### config.mk
export PLATFORM = sky130hd
export DESIGN_NAME = arb_requester_flat
export DESIGN_NICKNAME = d
export VERILOG_FILES = /design/src/rtl/arb_pkg.sv /design/src/rtl/arb_requester_if.sv /design/src/rtl/arb_req_fifo.sv /design/src/rtl/arb_requester.sv /design/src/flat_wrapper.sv
export SDC_FILE = /design/constraint.sdc
export NUM_CORES = 1
export LEC_CHECK = 0
export BUFFER_PORTS_ARGS = -buffer_cell sky130_fd_sc_hd__buf_2
export CAP_MARGIN = 20
export CORE_MARGIN = 4
export CORE_UTILIZATION = 59
export CTS_BUF_LIST = sky130_fd_sc_hd__clkbuf_4
export CTS_CLUSTER_SIZE = 20
export DETAILED_ROUTE_END_ITERATION = 8
export HOLD_SLACK_MARGIN = 0.03
export PLACE_DENSITY = 0.81
export REMOVE_ABC_BUFFERS = 1
export SLEW_MARGIN = 25
export SYNTH_ARGS = -nofsm -noshare
export SYNTH_HDL_FRONTEND = slang
export SYNTH_SLANG_ARGS = --single-unit
export TNS_END_PERCENT = 50
### constraint.sdc
create_clock -name clk -period 2.25 [get_ports clk]
set_input_delay 0.45 -clock clk [delete_from_list [all_inputs] [get_ports clk]]
set_output_delay 0.45 -clock clk [all_outputs]
set_load 0.02 [all_outputs]
### src/rtl/arb_pkg.sv
// Shared definitions for the arbitrated requester: default sizing and FSM states.
// Optional feature macro: ARB_REQ_BURST_LIMIT_EN (adds the YIELD state).
package arb_pkg;

  localparam int ARB_DW        = 8;
  localparam int ARB_DEPTH     = 4;
  localparam int ARB_MAX_BURST = 4;

  // Requester FSM; YIELD only exists when the burst limit is compiled in.
  typedef enum logic [1:0] {
    ST_IDLE  = 2'd0,
    ST_REQ   = 2'd1,
`ifdef ARB_REQ_BURST_LIMIT_EN
    ST_XFER  = 2'd2,
    ST_YIELD = 2'd3
`else
    ST_XFER  = 2'd2
`endif
  } state_t;

endpackage

### src/rtl/arb_requester_if.sv
// Arbiter/bus side of one requester lane: request, grant and the transfer bus.
interface arb_requester_if
  import arb_pkg::*;
#(
  parameter int DW = ARB_DW
) ();

  logic          req;
  logic          grant;
  logic          bus_valid;
  logic [DW-1:0] bus_data;

  // The requester drives req and the bus; the arbiter/bus side returns grant.
  modport master (output req, output bus_valid, output bus_data, input grant);
  modport slave  (input req, input bus_valid, input bus_data, output grant);

endinterface

### src/rtl/arb_req_fifo.sv
// Circular word queue for the requester: storage, wrapping pointers, occupancy,
// full flag and a sticky overflow flag for dropped writes.
module arb_req_fifo
  import arb_pkg::*;
#(
  parameter int DW    = ARB_DW,
  parameter int DEPTH = ARB_DEPTH,
  parameter int LW    = $clog2(DEPTH) + 1
) (
  input  logic          clk,
  input  logic          rst_n,
  input  logic          i_wr_en,
  input  logic [DW-1:0] i_wr_data,
  input  logic          i_pop,
  output logic          o_push,
  output logic [DW-1:0] o_head,
  output logic [LW-1:0] o_level,
  output logic          o_full,
  output logic          o_overflow
);

  localparam int AW = $clog2(DEPTH);

  logic [DW-1:0] r_mem [DEPTH];
  logic [AW-1:0] r_wr_ptr;
  logic [AW-1:0] r_rd_ptr;
  logic [LW-1:0] r_level;
  logic          r_overflow;
  logic          w_full;
  logic          w_push;

  assign w_full     = (r_level == LW'(DEPTH));
  // A full queue still accepts a write when the head leaves in the same cycle.
  assign w_push     = i_wr_en & (~w_full | i_pop);

  assign o_push     = w_push;
  assign o_head     = r_mem[r_rd_ptr];
  assign o_level    = r_level;
  assign o_full     = w_full;
  assign o_overflow = r_overflow;

  // Storage write; contents are not reset, the pointers define validity.
  always_ff @(posedge clk) begin
    if (w_push) begin
      r_mem[r_wr_ptr] <= i_wr_data;
    end
  end

  // Pointers (power-of-two depth wraps naturally), occupancy and sticky overflow.
  always_ff @(posedge clk or negedge rst_n) begin
    if (!rst_n) begin
      r_wr_ptr   <= '0;
      r_rd_ptr   <= '0;
      r_level    <= '0;
      r_overflow <= 1'b0;
    end else begin
      if (w_push) begin
        r_wr_ptr <= r_wr_ptr + AW'(1);
      end
      if (i_pop) begin
        r_rd_ptr <= r_rd_ptr + AW'(1);
      end
      if (w_push && !i_pop) begin
        r_level <= r_level + LW'(1);
      end else if (!w_push && i_pop) begin
        r_level <= r_level - LW'(1);
      end
      if (i_wr_en && !w_push) begin
        r_overflow <= 1'b1;
      end
    end
  end

endmodule

### src/rtl/arb_requester.sv
// One requester lane of a round-robin arbiter: queues producer words and
// requests the bus while words are pending, popping one word per granted cycle.
// Optional feature macro: ARB_REQ_BURST_LIMIT_EN -- yield the request for one
// cycle after MAX_BURST words have been sent under one grant.
module arb_requester
  import arb_pkg::*;
#(
  parameter int DW        = ARB_DW,
  parameter int DEPTH     = ARB_DEPTH,
  parameter int MAX_BURST = ARB_MAX_BURST
) (
  input  logic                     clk,
  input  logic                     rst_n,
  input  logic                     wr_en,
  input  logic [DW-1:0]            wr_data,
  output logic                     full,
  output logic                     overflow,
  output logic [$clog2(DEPTH):0]   level,
  arb_requester_if.master          bus
);

  localparam int LW = $clog2(DEPTH) + 1;

  if (DEPTH < 2 || (DEPTH & (DEPTH - 1)) != 0 || MAX_BURST < 1) begin : g_bad_cfg
    $error("arb_requester: DEPTH must be a power of two >= 2 and MAX_BURST >= 1");
  end

  state_t        r_state;
  logic          r_req;
  logic          w_push;
  logic          w_pop;
  logic [LW-1:0] w_level;
  logic [LW-1:0] w_level_after;
  logic          w_has_after;

  arb_req_fifo #(
    .DW    (DW),
    .DEPTH (DEPTH),
    .LW    (LW)
  ) u_fifo (
    .clk        (clk),
    .rst_n      (rst_n),
    .i_wr_en    (wr_en),
    .i_wr_data  (wr_data),
    .i_pop      (w_pop),
    .o_push     (w_push),
    .o_head     (bus.bus_data),
    .o_level    (w_level),
    .o_full     (full),
    .o_overflow (overflow)
  );

  // Grant only counts while requesting and a word is actually queued.
  assign w_pop         = bus.grant & r_req & (w_level != '0);
  assign bus.bus_valid = w_pop;
  assign bus.req       = r_req;
  assign level         = w_level;

  // Occupancy after this edge; lets IDLE raise req one cycle after the write.
  always_comb begin
    w_level_after = w_level;
    if (w_push && !w_pop) begin
      w_level_after = w_level + LW'(1);
    end else if (!w_push && w_pop) begin
      w_level_after = w_level - LW'(1);
    end
  end
  assign w_has_after = (w_level_after != '0);

`ifdef ARB_REQ_BURST_LIMIT_EN
  localparam int BCW = $clog2(MAX_BURST) + 1;
  logic [BCW-1:0] r_burst;

  // Request FSM with burst counting; req is registered alongside the state.
  always_ff @(posedge clk or negedge rst_n) begin
    if (!rst_n) begin
      r_state <= ST_IDLE;
      r_req   <= 1'b0;
      r_burst <= '0;
    end else begin
      case (r_state)
        ST_IDLE: begin
          if (w_has_after) begin
            r_state <= ST_REQ;
            r_req   <= 1'b1;
          end
        end
        ST_REQ, ST_XFER: begin
          if (w_pop) begin
            if (!w_has_after) begin
              r_state <= ST_IDLE;
              r_req   <= 1'b0;
              r_burst <= '0;
            end else if (r_burst == BCW'(MAX_BURST - 1)) begin
              r_state <= ST_YIELD;
              r_req   <= 1'b0;
              r_burst <= '0;
            end else begin
              r_state <= ST_XFER;
              r_burst <= r_burst + BCW'(1);
            end
          end else if (r_state == ST_XFER) begin
            // Grant fell with words left: re-request and start a fresh burst.
            r_state <= ST_REQ;
            r_burst <= '0;
          end
        end
        ST_YIELD: begin
          r_state <= w_has_after ? ST_REQ : ST_IDLE;
          r_req   <= w_has_after;
        end
        default: begin
          r_state <= ST_IDLE;
          r_req   <= 1'b0;
          r_burst <= '0;
        end
      endcase
    end
  end
`else
  // Request FSM; req is registered alongside the state and held while non-empty.
  always_ff @(posedge clk or negedge rst_n) begin
    if (!rst_n) begin
      r_state <= ST_IDLE;
      r_req   <= 1'b0;
    end else begin
      case (r_state)
        ST_IDLE: begin
          if (w_has_after) begin
            r_state <= ST_REQ;
            r_req   <= 1'b1;
          end
        end
        ST_REQ, ST_XFER: begin
          if (w_pop) begin
            r_state <= w_has_after ? ST_XFER : ST_IDLE;
            r_req   <= w_has_after;
          end else if (r_state == ST_XFER) begin
            r_state <= ST_REQ;
          end
        end
        default: begin
          r_state <= ST_IDLE;
          r_req   <= 1'b0;
        end
      endcase
    end
  end
`endif

endmodule

### src/flat_wrapper.sv
// flat-port wrapper written by rule: the top's interface ports become plain ports
module arb_requester_flat import arb_pkg::*;
#(
  parameter int DW        = ARB_DW,
  parameter int DEPTH     = ARB_DEPTH,
  parameter int MAX_BURST = ARB_MAX_BURST
)
  (clk, rst_n, wr_en, wr_data, full, overflow, level, bus_req, bus_bus_valid, bus_bus_data, bus_grant);
  arb_requester_if #(.DW(DW)) bus_i ();
  input  logic clk;
  input  logic rst_n;
  input  logic wr_en;
  input  logic [DW-1:0] wr_data;
  output logic full;
  output logic overflow;
  output logic [$clog2(DEPTH):0] level;
  output wire logic [$bits(bus_i.req)-1:0] bus_req;
  output wire logic [$bits(bus_i.bus_valid)-1:0] bus_bus_valid;
  output wire logic [$bits(bus_i.bus_data)-1:0] bus_bus_data;
  input wire logic [$bits(bus_i.grant)-1:0] bus_grant;
  assign bus_req = bus_i.req;
  assign bus_bus_valid = bus_i.bus_valid;
  assign bus_bus_data = bus_i.bus_data;
  assign bus_i.grant = bus_grant;
  arb_requester #(.DW(DW), .DEPTH(DEPTH), .MAX_BURST(MAX_BURST)) u_core (.clk(clk), .rst_n(rst_n), .wr_en(wr_en), .wr_data(wr_data), .full(full), .overflow(overflow), .level(level), .bus(bus_i));
endmodule
==> results.toml <==
[die]
start_util_pct = 60.70
rows = 21
die_h_um = 66.60
dieArea_um2 = 4435
core_area_um2 = 3337
ios = 27
dieWidth_um = 66.60

[power]
switching_share_pct = 38.64
pwr-share-clk_pct = 11.8
vdd_ir_drop_max_mv = 0.6665
power_density_nw_per_um2 = 1326
seqPwrFrac_pct = 41.6
pwr-share-comb_pct = 46.6
p_int_w = 0.001852
p_switching_w = 0.001167
power_leakage_nw = 0.8918

[synth]
synthesis.area_um2 = 2026
avgSynthCellArea_um2 = 15.12
synth.ff_latch_count = 43
synth-edff-count = 32
synth_top_area_share_pct = 47.44
seq_area_frac_synth_pct = 61.03
syn_inst = 134
netlist_top_cells_count = "32 x edfxtp_1, 11 x dfrtp_1, 11 x inv_1"
synth_top_cell_by_area = "edfxtp_1"
dominantRegCellSynth = "edfxtp_1"
synthArstFlopShare_pct = 25.58
ys_warn_count = 0
synth_most_common_cell = "edfxtp_1"
synth.distinct_cells = 36
synth_area_leaders = "edfxtp_1 47%, dfrtp_1 14%, mux4_2 8.9%"

[sta]
setup_viol = 0
clock_skew_ps = 3.343
setup_tns_ps = 0
period_minus_slack_ps = 2137
rsz0062_at_grt = "false"
period_share_pct = 95.00
hold_viol_final = 0
hold_ws_ps = 320.9
fmax_ghz = 0.4679
maxSlewViolCount = 0
maxSlewHeadroom_pct = 72.21
worst_slew_pin_slew_ps = 416.8

[routing]
drt_iter0_drc = 48
drt.antenna.violating_nets = 0
wirelength_mm = 3.294
drt_first_pass_iters = 5
routed_via_density = 5.557
wl_per_cell_um = 15.54
drc = 0
vias = 1178

[outcome]
run_status = "finished clean"

[finish]
diodes = 0
post-route-util_pct = 68.24
design_area_um2 = 2277
final_nets = 187
areaGrowthSynthToFinish_pct = 12.41
layout-drive-gt1-share_pct = 34.94

[place]
gp_congestion = 0.8282
io_buffer_count = 26
place_area_um2 = 2192
hpwl_mm = 2.472

[setup_path]
cp.required_ps = 1800
path_class = "reg2out"
start_kind = "register"
endpoint_kind = "output pin"
cp.arrival_ps = 1690
crit_fanout = 6

[global_route]
grt_pass1_wl_mm = 5.395
grt_start_max_net_pins = 15
grt_use_total_pct = 17.17
grt_pass1_vias = 1145
antenna_found_initial = 0
grt_overflow_total = 0

[clock_tree]
cts_tree = "yes"
numCtsBuffers = 5
cts.sinks = 43
clockRootBuffer = "clkbuf_4"
insertion_delay_ps = 340
clock_path_buffers = 2
cts_max_level = 2
path_clk_slew_ps = 110

[flow_run]
maxCapViolCount = 0

[min_path]
hp-class = "in2reg"
[cells in the final DEF (no fill, tap or decap), types with 5 or more instances in the layout]
cell type / synthesis / layout
and2_1: 5 / 5
inv_1: 11 / 9
mux4_2: 8 / 8
clkbuf_4: 0 / 6
ha_1: 10 / 9
buf_2: 2 / 26
xnor2_1: 5 / 5
edfxtp_1: 32 / 32
a21oi_1: 6 / 6
nand2_1: 10 / 9
dfrtp_1: 11 / 9
[final timing paths]
check	slack, ps	end	startpoint	cells after the start
max	110	bus_bus_data[6]	u_core.u_fifo.r_rd_ptr[0]	3
min	320	u_core.u_fifo.r_mem[3][2]	wr_data[2]	1
max reg2reg	310	u_core.u_fifo.r_mem[1][7]	u_core.u_fifo.o_level[1]	6
min reg2reg	510	u_core.u_fifo.o_overflow	u_core.u_fifo.o_overflow	1
max in group asynchronous	1520	u_core.u_fifo.o_level[0]	rst_n	2
min in group asynchronous	500	u_core.u_fifo.r_wr_ptr[0]	rst_n	2
[state kept, by name, summed over array words and instances (netlist names)]
| signal | count |
|---|---|
| u_core.r_state | 2 |
| u_core.u_fifo.o_overflow | 1 |
| u_core.u_fifo.o_level | 3 |
| u_core.bus.req | 1 |
| u_core.u_fifo.r_mem | 32 |
| u_core.u_fifo.r_wr_ptr | 2 |
| u_core.u_fifo.r_rd_ptr | 2 |
[stage by stage]
stage	total power (W)	std cells	setup slack, ps
after floorplan	0.002251	129	94.94
after global placement	0.002587	203	243.3
after detailed placement	0.002631	203	82.77
after CTS	0.003038	212	15.44
after global routing	0.003231	212	15.84
final	0.003019	212	112.6
[repair_timing]
item,4_1_cts,5_1_grt
hold buffers,1,0
gates resized for setup,4,3
buffers inserted,0,0
hold endpoints to repair,11,0
endpoints found under the setup margin,6,1
pin swaps,0,0
[cells by family (layout without fill, tap and decap cells)]
| group | count (synthesis) | count (layout) | synth area share (%) |
|---|---|---|---|
| DFF | 43 | 43 | 61.03 |
| and+or+nand+nor | 27 | 27 | 7.598 |
| AOI/OAI and AO/OA | 23 | 23 | 9.327 |
| buffers and inverters | 16 | 48 | 3.829 |
| adders and majority gates | 10 | 10 | 6.177 |
| muxes | 10 | 10 | 9.883 |
| xor gates and xnor gates | 5 | 5 | 2.162 |
[power groups by stage]
stage                     sequential, W  clock (W)  combinational, W
after floorplan                 0.00129          0          0.000958
after global placement          0.00125          0           0.00133
after detailed placement        0.00127          0           0.00136
after CTS                       0.00125   0.000372           0.00141
after global routing            0.00129   0.000408           0.00154
final                           0.00126   0.000357           0.00141
[critical path, cell delays in order (launching register included)]
cell and delay, ps:
dfrtp_2 480, buf_4 200, mux4_2 500, buf_2 180
[routing by layer]
metal	part of all wire, %	up-vias	GRT usage (%)	routed length [µm]
met5	0	-	0	0
met2	49	30	26.49	1598
met1	44	572	21.46	1459
met4	2.2	0	11.17	72
li1	-	570	-	-
met3	5.0	6	4.216	164
[area by class of cell]
| class | count | area [µm²] |
|---|---|---|
| clock inverter | 2 | 12.51 |
| multi-input combinational | 75 | 726.9 |
| timing repair buffer | 29 | 155.1 |
| tap | 46 | 57.56 |
| inverter | 11 | 41.29 |
| fill | 235 | 1060 |
| clock buffer | 6 | 45.04 |
| sequential | 43 | 1239 |
Note: power is estimated with default switching activity, not from simulation.
